File: src/rtl/multicycle_sequencer.sv
// Main control FSM of the multi-cycle RV32I core: steps each instruction through
// FETCH/DECODE/EXEC/MEM/WB, handshakes with both memories, selects the PC source and traps.
module multicycle_sequencer #(
    parameter int TIMEOUT = 15,
    parameter int CNT_W   = 32
) (
    input  logic             clock,
    input  logic             reset,
    input  logic [2:0]       op_class,
    input  logic [2:0]       branch,
    input  logic             zero,
    input  logic             less,
    output logic             imem_req,
    input  logic             imem_ready,
    output logic             ir_we,
    output logic             dmem_req,
    output logic             dmem_we,
    input  logic             dmem_ready,
    output logic             reg_we,
    output logic             pc_we,
    output logic             PCBsrc,
    output logic             PCAsrc,
    output logic [CNT_W-1:0] instret,
    output logic [1:0]       fault_code,
    output logic             halted
);

    localparam logic [2:0] S_FETCH  = 3'd0;
    localparam logic [2:0] S_DECODE = 3'd1;
    localparam logic [2:0] S_EXEC   = 3'd2;
    localparam logic [2:0] S_MEM    = 3'd3;
    localparam logic [2:0] S_WB     = 3'd4;
    localparam logic [2:0] S_TRAP   = 3'd5;

    localparam logic [2:0] OP_ALU     = 3'd0;
    localparam logic [2:0] OP_LOAD    = 3'd1;
    localparam logic [2:0] OP_STORE   = 3'd2;
    localparam logic [2:0] OP_BRANCH  = 3'd3;
    localparam logic [2:0] OP_JAL     = 3'd4;
    localparam logic [2:0] OP_JALR    = 3'd5;
    localparam logic [2:0] OP_ILLEGAL = 3'd7;

    localparam logic [2:0] BR_ILLEGAL = 3'b011;

    localparam logic [1:0] FAULT_NONE    = 2'b00;
    localparam logic [1:0] FAULT_IMEM    = 2'b01;
    localparam logic [1:0] FAULT_DMEM    = 2'b10;
    localparam logic [1:0] FAULT_ILLEGAL = 2'b11;

    localparam int          TW     = $clog2(TIMEOUT + 1);
    localparam logic [TW-1:0] T_LAST = TW'(TIMEOUT - 1);

    logic [2:0]       state, state_nxt;
    logic [2:0]       op_q, br_q;
    logic [TW-1:0]    tcnt;
    logic [CNT_W-1:0] instret_q;
    logic [1:0]       fault_q, fault_nxt;
    logic             retire;
    logic             req_stall;

    logic imem_req_r, ir_we_r, dmem_req_r, dmem_we_r, reg_we_r, pc_we_r, halted_r;
    logic [1:0] pc_sel_r;

    // {PCBsrc,PCAsrc}: 00 = pc+4, 01 = pc+imm, 11 = rs1+imm.
    function automatic logic [1:0] branch_sel(input logic [2:0] br, input logic z, input logic l);
        logic [1:0] sel;
        sel = 2'b00;
        case (br)
            3'b001:  sel = 2'b01;
            3'b010:  sel = 2'b11;
            3'b100:  sel = z ? 2'b01 : 2'b00;
            3'b101:  sel = z ? 2'b00 : 2'b01;
            3'b110:  sel = l ? 2'b01 : 2'b00;
            3'b111:  sel = l ? 2'b00 : 2'b01;
            default: sel = 2'b00;
        endcase
        return sel;
    endfunction

    // NOTE: every signal written here gets a default first, so no path leaves it unassigned and no latch is inferred.
    always_comb begin
        state_nxt  = state;
        fault_nxt  = fault_q;
        retire     = 1'b0;
        imem_req_r = 1'b0;
        ir_we_r    = 1'b0;
        dmem_req_r = 1'b0;
        dmem_we_r  = 1'b0;
        reg_we_r   = 1'b0;
        pc_we_r    = 1'b0;
        pc_sel_r   = 2'b00;
        halted_r   = 1'b0;

        case (state)
            S_FETCH: begin
                imem_req_r = 1'b1;
                if (imem_ready) begin
                    ir_we_r   = 1'b1;
                    state_nxt = S_DECODE;
                end else if (tcnt == T_LAST) begin
                    state_nxt = S_TRAP;
                    fault_nxt = FAULT_IMEM;
                end
            end

            S_DECODE: begin
                if (op_class == OP_ILLEGAL || branch == BR_ILLEGAL) begin
                    state_nxt = S_TRAP;
                    fault_nxt = FAULT_ILLEGAL;
                end else begin
                    state_nxt = S_EXEC;
                end
            end

            S_EXEC: begin
                case (op_q)
                    OP_BRANCH, OP_JAL, OP_JALR: begin
                        pc_we_r   = 1'b1;
                        pc_sel_r  = branch_sel(br_q, zero, less);
                        reg_we_r  = (op_q != OP_BRANCH);
                        retire    = 1'b1;
                        state_nxt = S_FETCH;
                    end
                    OP_LOAD, OP_STORE: state_nxt = S_MEM;
                    default:           state_nxt = S_WB;
                endcase
            end

            S_MEM: begin
                dmem_req_r = 1'b1;
                dmem_we_r  = (op_q == OP_STORE);
                if (dmem_ready) begin
                    if (op_q == OP_STORE) begin
                        pc_we_r   = 1'b1;
                        retire    = 1'b1;
                        state_nxt = S_FETCH;
                    end else begin
                        state_nxt = S_WB;
                    end
                end else if (tcnt == T_LAST) begin
                    state_nxt = S_TRAP;
                    fault_nxt = FAULT_DMEM;
                end
            end

            S_WB: begin
                reg_we_r  = 1'b1;
                pc_we_r   = 1'b1;
                retire    = 1'b1;
                state_nxt = S_FETCH;
            end

            S_TRAP:  halted_r  = 1'b1;
            default: state_nxt = S_FETCH;
        endcase
    end

    // Counts consecutive request cycles without ready; anything else clears it, so entry to FETCH/MEM starts at zero.
    assign req_stall = (state == S_FETCH && !imem_ready) || (state == S_MEM && !dmem_ready);

    // NOTE: state registers use non-blocking assignments so every flop samples pre-edge values, independent of statement order.
    always_ff @(posedge clock) begin
        if (reset) begin
            state     <= S_FETCH;
            op_q      <= OP_ALU;
            br_q      <= 3'b000;
            tcnt      <= '0;
            instret_q <= '0;
            fault_q   <= FAULT_NONE;
        end else begin
            state   <= state_nxt;
            fault_q <= fault_nxt;
            tcnt    <= req_stall ? tcnt + TW'(1) : '0;
            if (state == S_DECODE) begin
                op_q <= op_class;
                br_q <= branch;
            end
            if (retire)
                instret_q <= instret_q + CNT_W'(1);
        end
    end

    // Everything is forced low while reset is held, including the registered counters.
    assign imem_req   = imem_req_r & ~reset;
    assign ir_we      = ir_we_r    & ~reset;
    assign dmem_req   = dmem_req_r & ~reset;
    assign dmem_we    = dmem_we_r  & ~reset;
    assign reg_we     = reg_we_r   & ~reset;
    assign pc_we      = pc_we_r    & ~reset;
    assign PCBsrc     = pc_sel_r[1] & ~reset;
    assign PCAsrc     = pc_sel_r[0] & ~reset;
    assign halted     = halted_r   & ~reset;
    assign instret    = reset ? '0 : instret_q;
    assign fault_code = reset ? FAULT_NONE : fault_q;

endmodule
File: config.mk
export PLATFORM = sky130hd
export DESIGN_NAME = multicycle_sequencer
export DESIGN_NICKNAME = d
export VERILOG_FILES = /design/src/rtl/multicycle_sequencer.sv
export SDC_FILE = /design/constraint.sdc
export NUM_CORES = 1
export LEC_CHECK = 0
export CORE_AREA = 10 10 84 86
export CTS_CLUSTER_DIAMETER = 100
export CTS_CLUSTER_SIZE = 20
export DETAILED_ROUTE_END_ITERATION = 16
export DIE_AREA = 0 0 94 96
export HOLD_SLACK_MARGIN = 0.02
export PLACE_DENSITY = 0.84
export RECOVER_POWER = 100
export SKIP_LAST_GASP = 1
export SYNTH_ARGS = -nofsm -noshare
export SYNTH_HDL_FRONTEND = slang
export SYNTH_SLANG_ARGS = --single-unit
export TNS_END_PERCENT = 5
File: constraint.sdc
create_clock -name clock -period 3.7 [get_ports clock]
set_input_delay 0.37 -clock clock [delete_from_list [all_inputs] [get_ports clock]]
set_output_delay 0.37 -clock clock [all_outputs]
set_load 0.01 [all_outputs]
==> results.ini, run 1 <==
[place]
dp.final_hpwl_mm = 4.707
port_buffers = 54
gp_congestion = 0.8461
dp_slack_ns = 1.061

[synth]
yosysSeqAreaShare = 0.3540
async_flop_share = 0
synth_area_leaders = dfxtp_1 (35%), nor2_1 (6.6%), nor2b_1 (6.6%)
avgSynthCellArea_um2 = 7.981
syn_area_um2 = 2658
netlist_instances = 333
synth_ff_type = dfxtp_1
ys_warn_count = 0
ys_ff_latch = 47
synth_edf_count = 0
synth_cell_types = 46
synth_nets = 348
synth_largest_area_cell = dfxtp_1
yosysTopAreaCellShare = 0.3540

[outcome]
violations = capacitance limit, slew limit
status = finished, violations left

[final_layout]
n_fill_cell = 489
diodes = 0
multi_input_area_um2 = 1590
seqCellArea_um2 = 940.9
nets = 392
drive_gt1_frac = 0.05026
syn_to_final_growth_pct = 24.67

[sta]
rsz0062_at_grt = no
report.final.slew_viol_count = 37
period_share = 0.7787
final.setup.worst_slack_ns = 0.8188
maxSlewHeadroom = -0.02644
timing.fmax_mhz = 347.1
hold_violations = 0
skew_ns = 0.008805
hold-worst-slack_ns = 0.4756
finalCriticalPeriod_ns = 2.881
setup_viol = 0
setup_tns_ns = 0
worst_pin_slew_ns = 1.540

[die]
die_x_um = 94
core_area_um2 = 5405
dieHeight_um = 96
fp-row-count = 27
dieArea_um2 = 9024
boundaryPins = 55
initial_core_util = 0.4917

[cts]
h-tree-depth = 2
insertion_delay_ns = 0.30
cts_buffers = 5
clock-sinks = 47
cts_max_path_buffers = 2
postCtsSetupRepairBufs = 0
clock-root-buffer = clkbuf_8
clkSlewWorstSetupHoldPaths_ns = 0.08
cts_tree = done
postCtsHoldBufs = 0
cts_resized = 0

[setup_path]
startpoint_type = input port
r2r_setup_slack_ns = 1.08
crit_fanout = 49
reg2reg_to = instret_q[31]$_SDFFE_PP0P_
end_kind = output pin
worstSetupPathType = input port to output pin
reg2reg_depth = 5
crit_required_ns = 3.33
arrival_ns = 2.51
timing.rr.start = state[0]$_SDFFE_PP0P_

[pwr]
total_power_uw = 949.5
p_leak_uw = 0.001290
power_density_nw_per_um2 = 286.6
ir_drop_mv = 0.1495

[routing]
vias = 2449
drc = 0
dr.pass1.iters = 4
drtAntennaViolNets = 0
wl_per_cell_um = 14.12
drt_wl_total_mm = 6.354
drt_iter0_drc = 90
vias_per_cell = 5.442

[hold_path]
min_from = fault_q[0]$_SDFFE_PP0P_
holdPathStages = 1
hold_class = flop to flop
holdPathEnd = fault_q[0]$_SDFFE_PP0P_

[global_route]
overflow = 0
grt_pass1_vias = 2303
antenna_found_initial = 0
grt_pass1_wl_mm = 10.68
grt_max_degree = 50
grt_usage = 0.1423

[flow_run]
max-cap-violations = 1

state kept, by name, summed over array words and instances, names as in the netlist:
name       cells
instret_q     32
tcnt           4
op_q           3
br_q           3
fault_q        2
state          3
kinds of logic after synthesis:
family	count (synthesis)	synth area share
and+or+nand+nor	162	0.3173
AOI/OAI and AO/OA	57	0.1521
DFF	47	0.3540
buffers and inverters	32	0.04755
xor gates and xnor gates	19	0.06262
muxes	13	0.05226
adders and majority gates	3	0.01413
Yosys cell counts (all sizes together), types with 5 or more instances:
cell,n
clkbuf,12
nor2b,28
xor2,5
dfxtp,47
mux2i,6
nand2,28
inv,13
xnor2,14
a2111oi,7
o21ai,12
or4,6
or3,6
nor2,47
mux2,7
nor3,13
nand3,9
and3,5
buf,7
a21oi,17
cell usage in the layout, fill, tap and decap left out, drive strengths merged, types with 2 or more instances in the layout:
| cell | synthesis | layout |
|---|---|---|
| clkbuf | 12 | 8 |
| nor3b | 3 | 3 |
| o311ai | 2 | 2 |
| nor2 | 47 | 47 |
| nor3 | 13 | 13 |
| inv | 13 | 13 |
| nor4 | 3 | 3 |
| and4 | 3 | 3 |
| dfxtp | 47 | 47 |
| mux2 | 7 | 7 |
| xor2 | 5 | 5 |
| xnor2 | 14 | 14 |
| a2111o | 3 | 3 |
| a211oi | 3 | 3 |
| and2 | 2 | 2 |
| or4 | 6 | 6 |
| a21o | 3 | 3 |
| nor2b | 28 | 28 |
| clkdlybuf4s50 | 0 | 13 |
| buf | 7 | 2 |
| o21ai | 12 | 12 |
| dlygate4sd3 | 0 | 40 |
| mux2i | 6 | 6 |
| ha | 3 | 3 |
| nand3 | 9 | 9 |
| a21oi | 17 | 17 |
| nand4 | 4 | 4 |
| a2111oi | 7 | 7 |
| nand3b | 3 | 3 |
| nand2 | 28 | 28 |
| and3 | 5 | 5 |
| or3 | 6 | 6 |
power by group:
group	leakage (uW)	internal (uW)	switching, uW
sequential	0.000380	517	21.3
combinational	0.000868	51.5	60.7
clock	0.0000422	133	166
total	0.00129	702	248
per-stage QoR:
step / std cells / util / instance area, um2
finish: 450 / 0.6130 / 3313
global route: 450 / 0.6130 / 3313
CTS: 450 / 0.6132 / 3314
detailed placement: 442 / 0.5981 / 3233
global placement: 442 / 0.5981 / 3233
floorplan: 333 / - / 2658
worst max-delay path by stage:
stage	from	end	slack (ns)	cells past startpoint
after floorplan	state[2]$_SDFFE_PP0P_	instret_q[31]$_SDFFE_PP0P_	1.64	6
after global placement	dmem_ready	instret_q[31]$_SDFFE_PP0P_	1.12	5
after detailed placement	dmem_ready	instret_q[31]$_SDFFE_PP0P_	1.06	5
after CTS	state[0]$_SDFFE_PP0P_	pc_we	0.89	4
after global routing	reset	instret[27]	0.61	4
final	reset	PCAsrc	0.82	4
layout make-up:
cell class	instances	area share
clock buffers	7	0.02304
clock inverters	1	0.001511
inverters	13	0.01473
multi-input cells	254	0.4800
flip-flops and latches	47	0.2840
well taps	72	0.02719
repair buffers	56	0.1696
critical path, cell delays in order:
cell and delay (ns):
clkbuf_1 1.09, buf_12 0.32, nor3_1 0.08, dlygate4sd3_1 0.63
layer usage:
metal | vias to the layer above | routed length (um) | GRT usage
met3 | 8 | 426 | 0.04669
met5 | - | 0 | 0
met2 | 54 | 3018 | 0.2316
met4 | 0 | 99 | 0.05949
met1 | 1132 | 2810 | 0.1693
li1 | 1255 | - | -
Power figures use the tool's default switching activity.
==> inputs of run 2 (changes only) <==
==> constraint.sdc (replaced) <==
create_clock -name clock -period 3 [get_ports clock]
set_input_delay 0.3 -clock clock [delete_from_list [all_inputs] [get_ports clock]]
set_output_delay 0.3 -clock clock [all_outputs]
set_load 0.01 [all_outputs]
==> run 2 against run 1 <==
  * Non-clock buffer count is 2 higher
  * Largest power group unchanged
  * Setup slack worse by 0.49 ns
  * The run now ends clean
  * Clock skew is 0.0026 ns lower
  * Core utilization is 0.46 points higher
  * Combinational power is 22% higher
  * Via count is 2.8% higher
  * Power is 35% higher
  * Sequential share of layout area is 0.21 points lower
  * Die area stayed put
  * Final area is 0.76% higher
  * Critical endpoint is now pc_we
  * Sequential power is 23% higher
==> results.ini, run 2 (synthesis results as in run 1) <==
[outcome]
status = finished clean

[final_layout]
largest_reg_flops = 32
regMostFlops = instret_q
nets = 394
syn_to_final_growth_pct = 25.61
layout_common_cells = nor2_1 (47), dfxtp_1 (47), dlygate4sd3_1 (41)
drive_gt1_frac = 0.05263
diodes = 0
n_fill_cell = 487
utilization = 0.6176
seqCellArea_um2 = 940.9
design_area_um2 = 3338
largest_registers = instret_q: 32 flops, tcnt: 4 flops
multi_input_area_um2 = 1572

[sta]
maxSlewHeadroom = 0.1122
skew_ns = 0.006213
setup_viol = 0
hold_violations = 0
period_share = 0.8889
worst_pin_slew_ns = 1.332
setup_tns_ns = 0
timing.fmax_mhz = 375.0
rsz0062_at_grt = no
hold-worst-slack_ns = 0.4709
report.final.slew_viol_count = 0
finalCriticalPeriod_ns = 2.667

[setup_path]
arrival_ns = 2.37
worstSetupPathType = flop to output pin
end_kind = output pin
crit_fanout = 14
r2r_setup_slack_ns = 0.40
startpoint_type = flop
crit_required_ns = 2.70

[pwr]
swShare = 0.2425
combPwrFrac = 0.107
p_int_uw = 971.2
p_seq_frac = 0.518
clockPowerShare = 0.375
ir_drop_mv = 0.2828
total_power_uw = 1282
power_switching_uw = 310.9
power_density_nw_per_um2 = 384.1
p_leak_uw = 0.001314

[routing]
vias_per_cell = 5.569
wl_per_cell_um = 14.01
drtAntennaViolNets = 0
drc = 0
drt_wl_total_mm = 6.334
vias = 2517
drt_iter0_drc = 130
dr.pass1.iters = 4

[cts]
clock-sinks = 47
cts_tree = done
h-tree-depth = 2
postCtsHoldBufs = 0
clkSlewWorstSetupHoldPaths_ns = 0.09
cts_resized = 0
cts_buffers = 5
insertion_delay_ns = 0.30
cts_max_path_buffers = 2
clock-root-buffer = clkbuf_8
postCtsSetupRepairBufs = 0

[die]
boundaryPins = 55
initial_core_util = 0.4917
dieArea_um2 = 9024
die_x_um = 94
core_area_um2 = 5405
dieHeight_um = 96
fp-row-count = 27

[hold_path]
hold_class = flop to flop

[global_route]
grt_pass1_vias = 2243
antenna_found_initial = 0
grt_pass1_wl_mm = 10.39
grt_max_degree = 49
grt_usage = 0.1380
overflow = 0

[place]
gp_congestion = 0.8383
placed_area_um2 = 3248
dp.final_hpwl_mm = 4.695
port_buffers = 54

[flow_run]
max-cap-violations = 0

run 2: cell types whose count changed in the layout (fill, tap and decap cells not counted), sizes merged:
cell,before,now
bufinv,0,1
dlygate4sd3,40,41
clkdlybuf4s50,13,12
clkbuf,8,9
run 2: path summary, 6_finish.rpt:
| path | startpoint | end | depth (start not counted) |
|---|---|---|---|
| hold / removal | tcnt[0]$_SDFF_PP0_ | tcnt[0]$_SDFF_PP0_ | 1 |
| setup reg to reg | state[0]$_SDFFE_PP0P_ | instret_q[7]$_SDFFE_PP0P_ | 6 |
| setup / recovery | state[0]$_SDFFE_PP0P_ | pc_we | 4 |
| hold reg to reg | tcnt[0]$_SDFF_PP0_ | tcnt[0]$_SDFF_PP0_ | 1 |
run 2: routing by layer:
layer | track usage | vias up | routed length, um
met5 | 0 | - | 0
met4 | 0.05443 | 0 | 94
met3 | 0.04669 | 10 | 523
met2 | 0.2241 | 78 | 3023
met1 | 0.1650 | 1169 | 2691
li1 | - | 1260 | -
run 2: layout make-up:
class                   instances  share of cell area
well taps                      72             0.02699
repair buffers                 58              0.1705
flip-flops and latches         47              0.2819
clock buffers                   6             0.02474
clock inverters                 2             0.01049
multi-input cells             254              0.4708
inverters                      13             0.01462
run 2: critical path, cell delays in order, from the launching register on:
cell and delay (ns):
dfxtp_1 0.58, nor2b_1 0.34, a41oi_1 0.25, a21oi_1 0.26, dlygate4sd3_1 0.64
run 2: power groups by stage:
stage / Sequential, uW / Combinational (uW) / Clock [uW]
finish: 664 / 137 / 481
global route: 668 / 152 / 512
CTS: 664 / 144 / 487
detailed placement: 679 / 143 / 0
global placement: 677 / 139 / 0
floorplan: 665 / 107 / 0
run 2: metrics by stage:
stage / setup WS [ns] / cells
2_1_floorplan: 0.9385 / 333
3_3_place_gp: 0.6719 / 444
3_5_place_dp: 0.5904 / 444
4_1_cts: 0.3799 / 452
5_1_grt: 0.1303 / 452
6_report: 0.3332 / 452
